## config.mk

```make
export PLATFORM = sky130hd
export DESIGN_NAME = pattern_sequencer
export DESIGN_NICKNAME = d
export VERILOG_FILES = /design/src/rtl/pattern_pkg.sv /design/src/rtl/pattern_shift_reg.sv /design/src/rtl/pattern_sequencer.sv
export SDC_FILE = /design/constraint.sdc
export NUM_CORES = 1
export LEC_CHECK = 0
export CAP_MARGIN = 20
export CORE_MARGIN = 2
export CORE_UTILIZATION = 45
export DETAILED_ROUTE_END_ITERATION = 10
export GPL_TIMING_DRIVEN = 0
export HOLD_SLACK_MARGIN = 0.15
export PLACE_DENSITY = 0.65
export SLEW_MARGIN = 25
export SYNTH_ARGS = -nofsm -noshare
export SYNTH_HDL_FRONTEND = slang
export SYNTH_HIERARCHICAL = 1
export SYNTH_SLANG_ARGS = --single-unit
```

## constraint.sdc

```tcl
create_clock -name clk -period 6 [get_ports clk]
set_input_delay 1.8 -clock clk [delete_from_list [all_inputs] [get_ports clk]]
set_output_delay 1.8 -clock clk [all_outputs]
set_load 0.02 [all_outputs]
```

## src/rtl/pattern_pkg.sv

```systemverilog
// Shared state encoding and input-conditioning helpers for the pattern sequencer.
package pattern_pkg;

  localparam int MAX_LEN_DEF = 16;

  typedef logic [1:0] state_t;

  localparam state_t S_IDLE = 2'd0;
  localparam state_t S_EMIT = 2'd1;
  localparam state_t S_GAP  = 2'd2;
  localparam state_t S_DONE = 2'd3;

  function automatic int clamp_len(input int len, input int max_len);
    return (len > max_len) ? max_len : len;
  endfunction

  // A zero gap would let two strobes touch, so the minimum is one idle cycle.
  function automatic int eff_gap(input int g);
    return (g == 0) ? 1 : g;
  endfunction

endpackage

```

## src/rtl/pattern_shift_reg.sv

```systemverilog
// Left-shifting pattern store; keeps the aligned load value so later passes can reload it.
module pattern_shift_reg #(
  parameter int MAX_LEN = 16
) (
  input  logic               clk,
  input  logic               reset,
  input  logic               load,
  input  logic [MAX_LEN-1:0] load_val,
  input  logic               shift,
  input  logic               reload,
  output logic               msb
);

  logic [MAX_LEN-1:0] sr;
  logic [MAX_LEN-1:0] copy;

  always_ff @(posedge clk or posedge reset) begin
    if (reset) begin
      sr   <= '0;
      copy <= '0;
    end else if (load) begin
      sr   <= load_val;
      copy <= load_val;
    end else if (reload) begin
      sr <= copy;
    end else if (shift) begin
      sr <= {sr[MAX_LEN-2:0], 1'b0};
    end
  end

  assign msb = sr[MAX_LEN-1];

endmodule

```

## src/rtl/pattern_sequencer.sv

```systemverilog
// Serial pattern transmitter: emits a latched pattern MSB-first as data/trig strobes
// separated by a programmable gap, optionally repeating the whole pattern.
module pattern_sequencer
  import pattern_pkg::*;
#(
  parameter int MAX_LEN = MAX_LEN_DEF,
  parameter int GAP_W   = 8,
  parameter int LEN_W   = $clog2(MAX_LEN + 1)
) (
  input  logic               clk,
  input  logic               reset,
  input  logic               start,
  input  logic               abort,
  input  logic [MAX_LEN-1:0] pattern,
  input  logic [LEN_W-1:0]   length,
  input  logic [GAP_W-1:0]   gap,
  input  logic [3:0]         repeat_cnt,
  output logic               data,
  output logic               trig,
  output logic               busy,
  output logic               done
);

  state_t             state;
  logic [LEN_W-1:0]   len_c;
  logic [LEN_W-1:0]   shamt;
  logic [LEN_W-1:0]   len_l;
  logic [LEN_W-1:0]   bit_cnt;
  logic [GAP_W-1:0]   gap_e;
  logic [GAP_W-1:0]   gap_l;
  logic [GAP_W-1:0]   gap_cnt;
  logic [3:0]         pass_cnt;
  logic               sent_bit;
  logic               msb;
  logic               load;
  logic               shift;
  logic               reload;

  assign len_c = LEN_W'(clamp_len(int'(length), MAX_LEN));
  assign gap_e = GAP_W'(eff_gap(int'(gap)));
  // Left-justify so that bit length-1 lands on the MSB.
  assign shamt = LEN_W'(MAX_LEN) - len_c;

  assign load   = (state == S_IDLE) && start && !abort && (length != '0);
  assign shift  = (state == S_EMIT) && !abort;
  assign reload = (state == S_GAP) && !abort && (gap_cnt == '0) &&
                  (bit_cnt == '0) && (pass_cnt != '0);

  pattern_shift_reg #(.MAX_LEN(MAX_LEN)) u_shift (
    .clk      (clk),
    .reset    (reset),
    .load     (load),
    .load_val (pattern << shamt),
    .shift    (shift),
    .reload   (reload),
    .msb      (msb)
  );

  always_ff @(posedge clk or posedge reset) begin
    if (reset) begin
      state    <= S_IDLE;
      len_l    <= '0;
      bit_cnt  <= '0;
      gap_l    <= '0;
      gap_cnt  <= '0;
      pass_cnt <= '0;
      sent_bit <= 1'b0;
    end else begin
      case (state)
        S_IDLE: begin
          if (start && !abort) begin
            if (length == '0) begin
              state <= S_DONE;
            end else begin
              len_l    <= len_c;
              gap_l    <= gap_e;
              pass_cnt <= repeat_cnt;
              bit_cnt  <= len_c - 1'b1;
              state    <= S_EMIT;
            end
          end
        end
        S_EMIT: begin
          if (abort) begin
            state <= S_IDLE;
          end else begin
            sent_bit <= msb;
            gap_cnt  <= gap_l - 1'b1;
            state    <= S_GAP;
          end
        end
        S_GAP: begin
          if (abort) begin
            state <= S_IDLE;
          end else if (gap_cnt != '0) begin
            gap_cnt <= gap_cnt - 1'b1;
          end else if (bit_cnt != '0) begin
            bit_cnt <= bit_cnt - 1'b1;
            state   <= S_EMIT;
          end else if (pass_cnt != '0) begin
            pass_cnt <= pass_cnt - 1'b1;
            bit_cnt  <= len_l - 1'b1;
            state    <= S_EMIT;
          end else begin
            state <= S_DONE;
          end
        end
        default: state <= S_IDLE;
      endcase
    end
  end

  // Outputs decode straight from registers so an asynchronous reset clears them at once.
  assign trig = (state == S_EMIT);
  assign busy = (state == S_EMIT) || (state == S_GAP);
  assign done = (state == S_DONE);
  assign data = (state == S_EMIT) ? msb : ((state == S_GAP) ? sent_bit : 1'b0);

endmodule

```

==> results of run 1 <==
## tightest hold or removal path: stages (launching register included)
cell	delay [ns]
dfrtp_1	0.34
nand2_1	0.04
o21ai_0	0.06
## cell usage after synthesis, types with 7 or more instances
cell type  instances
a21oi_1           31
a221o_1           17
clkbuf_1          17
dfrtp_1           65
ha_1               9
inv_1             28
mux2_2             9
mux2i_1           30
nand2_1           35
nand2b_1           7
nand3_1            7
nor2_1            51
nor3_1            10
nor3b_1            7
o21ai_0           30
o22ai_1           13
xor2_1             7
## per-layer routing
layer  part of all wire (%)  wire (um)
met1                     44       4310
met2                     49       4810
met3                    5.0        492
met4                    2.2        214
met5                      0          0
## state kept, by name, summed over array words and instances (netlist names)
register / flops
state: 2
u_shift/sr: 16
bit_cnt: 5
u_shift/copy: 16
len_l: 5
gap_l: 8
pass_cnt: 4
sent_bit: 1
gap_cnt: 8
## cell type report
cell class / count / share of cell area (%)
Buffer: 28 / 2.59
Clock buffer: 11 / 2.69
Clock inverter: 5 / 1.15
Inverter: 29 / 2.23
Multi-Input combinational cell: 331 / 46.9
Sequential cell: 65 / 33.4
Tap cell: 111 / 2.85
Timing Repair Buffer: 40 / 8.21
## path summary, 6_finish.rpt
| kind | startpoint | depth (start not counted) | slack [ns] | to |
|---|---|---|---|---|
| min in group asynchronous | reset | 2 | 1.91 | u_shift/sr[12]$_DFFE_PP0P_ |
| setup reg to reg | state[0]$_DFFE_PP0P_ | 12 | 2.53 | gap_cnt[6]$_DFFE_PP0P_ |
| setup / recovery | state[0]$_DFFE_PP0P_ | 9 | 0.71 | data |
| hold reg to reg | len_l[2]$_DFFE_PP0P_ | 2 | 0.47 | len_l[2]$_DFFE_PP0P_ |
| hold / removal | len_l[2]$_DFFE_PP0P_ | 2 | 0.47 | len_l[2]$_DFFE_PP0P_ |
| max in group asynchronous | reset | 2 | 3.61 | len_l[3]$_DFFE_PP0P_ |
## per-stage QoR
step	cell area [sq um]	util, %	std cells
floorplan	4150	-	453
detailed placement	4690	51.5	604
finish	4880	53.5	620
global placement	4690	51.5	604
global route	4880	53.5	620
CTS	4880	53.5	620
## power by group through the flow
stage | Sequential [uW] | Combinational (uW) | Clock, uW
3_5_place_dp | 804 | 780 | 0
4_1_cts | 798 | 784 | 374
2_1_floorplan | 761 | 603 | 0
3_3_place_gp | 798 | 754 | 0
6_report | 800 | 778 | 361
5_1_grt | 828 | 888 | 393
## kinds of logic (layout without fill, tap and decap cells)
family	after synthesis	count (layout)	share of synthesized area, %
AND/OR/NAND/NOR	142	142	16.7
adder cells (fa/ha/maj)	9	9	2.71
XOR/XNOR	9	9	2.08
flip-flops	65	65	39.2
buffers and inverters	57	113	5.67
multiplexers	51	51	14.6
AO/OA/AOI/OAI	120	120	19.1
==> impl_metrics.ini, run 1 <==
[routing]
wirelength_um = 9830
route.antenna.remaining_nets = 0
via_count = 3547
avgViaCountPerCell = 5.72
number_of_drc_violations_after_detailed_routing = 0
average_detailed_routed_wire_length_per_instance_um = 15.9
first_pass_iters = 4
initialDrtViolationCount = 146

[timing]
rsz0062_at_grt = false
maxSlewHeadroom_pct = 39.8
setup_ws_ns = 0.709
number_of_setup_violations_in_the_final_report = 0
final_hold_viol_count = 0
setup-tns-final_ns = 0
period_share_pct = 88.2
hold_ws_ns = 0.474
worst-slew-pin-transition_ns = 0.901
report.final.slew_viol_count = 0
final.setup_skew_ns = 0.0111
finalWorstPathRequiredPeriod_ns = 5.29
achievable-frequency_mhz = 189

[logic_synthesis]
syn-instance-count = 453
synthDistinctLibCells = 55
ys_ff_latch = 65
ys_top_cells_by_area = dfrtp_1 (39%), mux2i_1 (7.2%), nor2_1 (4.6%)
syn_avg_cell_area_sq_um = 9.16
synth_top_cell_by_area = dfrtp_1
yosys_warnings = 6
postSynth.topFlopCell = dfrtp_1
synth_top_area_share_pct = 39.2
synth_area_sq_um = 4150
ys_async_sr_fraction_pct = 100
sequential_element_share_of_the_synthesized_area_pct = 39.2
number_of_flops_mapped_to_enable_cells_by_yosys = 0
postSynthNetCount = 499

[setup_path]
crit_buf_inv = 6
setup.worst_path.end_class = output port
cp_max_fo = 10
timing.critical_path.max_delay_family = buffers and inverters
critical_path_arrival_ns = 3.49
crit_path_top_cell_by_count = clkbuf_1
timing.critical_path.cells = inv_1 -> ha_1 -> clkbuf_1 -> clkbuf_1 -> clkbuf_1 -> buf_1 -> nand2_1 -> o21ai_0 -> clkdlybuf4s50_1
cp_slowest_cell = clkdlybuf4s50_1
crit_type = reg -> out
cp.required_ns = 4.20
critPathMaxStageDelay_ns = 0.63
critical_path_startpoint_category = flip-flop

[cells_and_area]
layout-drive-gt1-share_pct = 9.82
final_cell_mix = dfrtp_1 (65), nor2_1 (51), clkdlybuf4s50_1 (40)
insertedDiodeCount = 0
area.growth.synth_to_final_pct = 17.5
multiInputGateArea_sq_um = 2290
mostFrequentLayoutCell = dfrtp_1
num-nets-final = 550
seq_area_sq_um = 1630
num-fill-cells = 844

[placement]
pre_cts_ws_ns = 0.716
port_buffers = 40
detailedPlacementHpwl_um = 7320
globalplace.congestion = 0.883

[clock_tree]
cts.repair_timing.setup_buffer_count = 0
clkSinkCount = 65
clock_insertion_delay_worst_skew_ns = 0.34
number_of_buffers_added_by_the_clock_tree_synthesis_step = 9
cts.clk_slew.worst_paths_ns = 0.07
post_cts_resized = 0
h_tree_level_count = 3
clock_root_buffer_master = clkbuf_8
cts-root-to-sink-buffers = 2
cts_hold_repair.buffers = 0
tritoncts = done

[global_routing]
grt_pass1_vias = 3578
grt_overflow = 0
antenna_found_initial = 0
grtUsageTotal_pct = 21.4
maximum_number_of_pins_on_one_net_before_global_route_repair = 34
gr-max-usage-layer = met2
grt_first_pass_wirelength_um = 17000
grt.met3_usage_pct = 5.08
gr-usage-met1_pct = 26.4
gr-usage-met2_pct = 36.6

[die]
floorplan.initialDensity_pct = 45.5
die_y_um = 100
count_of_boundary_i_o_pins = 41
fp-row-count = 35
fp.coreArea_sq_um = 9110
overall_die_area_sq_um = 10000
die_w_um = 100

[flow_run]
cap_violations = 0

[power]
internal_power_uw = 1200
power-per-cell-area_nw_per_um2 = 398
comb_power_share_pct = 40.1
power.switching_uw = 740
ir_drop_v = 0.000214
clockPowerShare_pct = 18.6
seqPwrFrac_pct = 41.3
leakagePower_uw = 0.00210
switching_share_pct = 38.1
fin_total_pwr_uw = 1940

[outcome]
outcome = finished, final reports clean

[worst_hold_path]
hold_path_class = reg -> reg
(Power assumes the default switching activity.)
==> run 2, diff against run 1 <==
==> constraint.sdc (replaced) <==
create_clock -name clk -period 5.1 [get_ports clk]
set_input_delay 1.53 -clock clk [delete_from_list [all_inputs] [get_ports clk]]
set_output_delay 1.53 -clock clk [all_outputs]
set_load 0.02 [all_outputs]
==> impl_metrics.ini, run 2 (same netlist as run 1, synthesis figures left out) <==
[outcome]
outcome = finished, final reports clean

[timing]
achievable-frequency_mhz = 211
maxSlewHeadroom_pct = 38.2
worst-slew-pin-transition_ns = 0.925
rsz0062_at_grt = false
final_hold_viol_count = 0
final.setup_skew_ns = 0.0112
finalWorstPathRequiredPeriod_ns = 4.73
report.final.slew_viol_count = 0
setup_ws_ns = 0.367
number_of_setup_violations_in_the_final_report = 0
period_share_pct = 92.8
setup-tns-final_ns = 0

[setup_path]
reg2reg_setup_slack_ns = 1.92
critical_path_arrival_ns = 3.20
startpoint = state[0]$_DFFE_PP0P_
reg2reg_depth = 12
cp_slowest_cell = clkdlybuf4s50_1
setup.worst_path.end_class = output port
timing.critical_path.cells = inv_1 -> ha_1 -> clkbuf_1 -> clkbuf_1 -> clkbuf_2 -> clkbuf_2 -> nand2_1 -> o21ai_0 -> clkdlybuf4s50_1
cp_max_fo = 10
critical_path.reg2reg.startpoint = state[0]$_DFFE_PP0P_
crit_type = reg -> out
critPathMaxStageDelay_ns = 0.63
cp.required_ns = 3.57
r2r_end = gap_cnt[6]$_DFFE_PP0P_
critical_path_startpoint_category = flip-flop

[cells_and_area]
mostFrequentLayoutCell = dfrtp_1
area.growth.synth_to_final_pct = 17.6
seq_area_sq_um = 1630
final_cell_count_no_fill = 620
biggestRegsByFlops = u_shift/copy: 16 flops, u_shift/sr: 16 flops
final_cell_area_sq_um = 4880
num-fill-cells = 844
final_cell_mix = dfrtp_1 (65), nor2_1 (51), clkdlybuf4s50_1 (40)
num-nets-final = 550
multiInputGateArea_sq_um = 2290
insertedDiodeCount = 0
layout-drive-gt1-share_pct = 10.2

[clock_tree]
clkSinkCount = 65
clock_insertion_delay_worst_skew_ns = 0.34
clock_root_buffer_master = clkbuf_8
cts.clk_slew.worst_paths_ns = 0.07
cts.repair_timing.setup_buffer_count = 0
cts-root-to-sink-buffers = 2
h_tree_level_count = 3
number_of_buffers_added_by_the_clock_tree_synthesis_step = 9
tritoncts = done

[global_routing]
maximum_number_of_pins_on_one_net_before_global_route_repair = 34
grt_pass1_vias = 3578
grtUsageTotal_pct = 21.4
grt_overflow = 0
grt_first_pass_wirelength_um = 17000
antenna_found_initial = 0

[routing]
wirelength_um = 9830
avgViaCountPerCell = 5.74
via_count = 3561
first_pass_iters = 4
number_of_drc_violations_after_detailed_routing = 0
initialDrtViolationCount = 146
route.antenna.remaining_nets = 0
average_detailed_routed_wire_length_per_instance_um = 15.9

[power]
clockPowerShare_pct = 18.6
comb_power_share_pct = 40.1
internal_power_uw = 1410
ir_drop_v = 0.000252
leakagePower_uw = 0.00211
switching_share_pct = 38.2
power-per-cell-area_nw_per_um2 = 468
power.switching_uw = 871
seqPwrFrac_pct = 41.2

[placement]
pre_cts_ws_ns = 0.0860
placed_area_sq_um = 4690
detailedPlacementHpwl_um = 7320
placed_cells = 604
port_buffers = 40
globalplace.congestion = 0.883

[die]
die_w_um = 100
fp.coreArea_sq_um = 9110
count_of_boundary_i_o_pins = 41
fp-row-count = 35
floorplan.initialDensity_pct = 45.5
die_y_um = 100
overall_die_area_sq_um = 10000

[worst_hold_path]
min-delay-start = len_l[2]$_DFFE_PP0P_
timing.hold.worst_path_depth = 2
hold_path_class = reg -> reg
hold_path_end = len_l[2]$_DFFE_PP0P_

[flow_run]
cap_violations = 0
-- run 2: changes by cell type in the layout (fill, tap and decap cells not counted) --
cell | before | now
clkbuf_1 | 19 | 18
clkbuf_2 | 0 | 2
buf_1 | 3 | 2
-- run 2: per-stage QoR --
step	utilization, %	hold slack, ns	power, uW
after global placement	51.5	0.459	1830
after detailed placement	51.5	0.468	1860
after global routing	53.6	0.531	2480
after CTS	53.5	0.483	2300
after floorplan	-	0.442	1600
final	53.6	0.474	2280
-- run 2: area by class of cell --
class                   count  area share, %
inverters                  29           2.23
flip-flops and latches     65           33.3
clock buffers              11           2.69
plain buffers              28           2.64
multi-input cells         331           46.9
clock inverters             5           1.15
well taps                 111           2.85
repair buffers             40           8.21
-- run 2: worst max-delay path, delay by kind of cell, from the launching register on --
family / cells / cell delay (ns)
adder cells (fa/ha/maj): 1 / 0.14
AND/OR/NAND/NOR: 1 / 0.08
AO/OA/AOI/OAI: 1 / 0.16
buffers and inverters: 6 / 2.05
flip-flops: 1 / 0.41
-- run 2: timing repair --
action	4_1_cts	5_1_grt
hold buffers	0	0
endpoints found under the setup margin	0	1
gates resized for setup	0	3
-- run 2: how the worst max path moves through the flow --
stage,to,depth (start not counted)
floorplan,u_shift/sr[14]$_DFFE_PP0P_,11
global placement,u_shift/sr[14]$_DFFE_PP0P_,12
detailed placement,u_shift/sr[6]$_DFFE_PP0P_,11
CTS,data,9
global route,data,9
finish,data,9
-- run 2: power by group through the flow --
stage / sequential [uW] / combinational, uW / clock (uW)
after global placement: 939 / 887 / 0
after floorplan: 895 / 709 / 0
final: 941 / 916 / 425
after detailed placement: 946 / 918 / 0
after global routing: 975 / 1050 / 462
after CTS: 939 / 922 / 440
-- run 2: per-layer routing --
metal | global-route usage, % | part of all wire (%) | vias to the layer above
met5 | 0 | 0 | -
met4 | 7.69 | 2.2 | 0
met3 | 5.08 | 4.7 | 18
met2 | 36.6 | 49 | 89
met1 | 26.4 | 44 | 1709
li1 | - | - | 1745
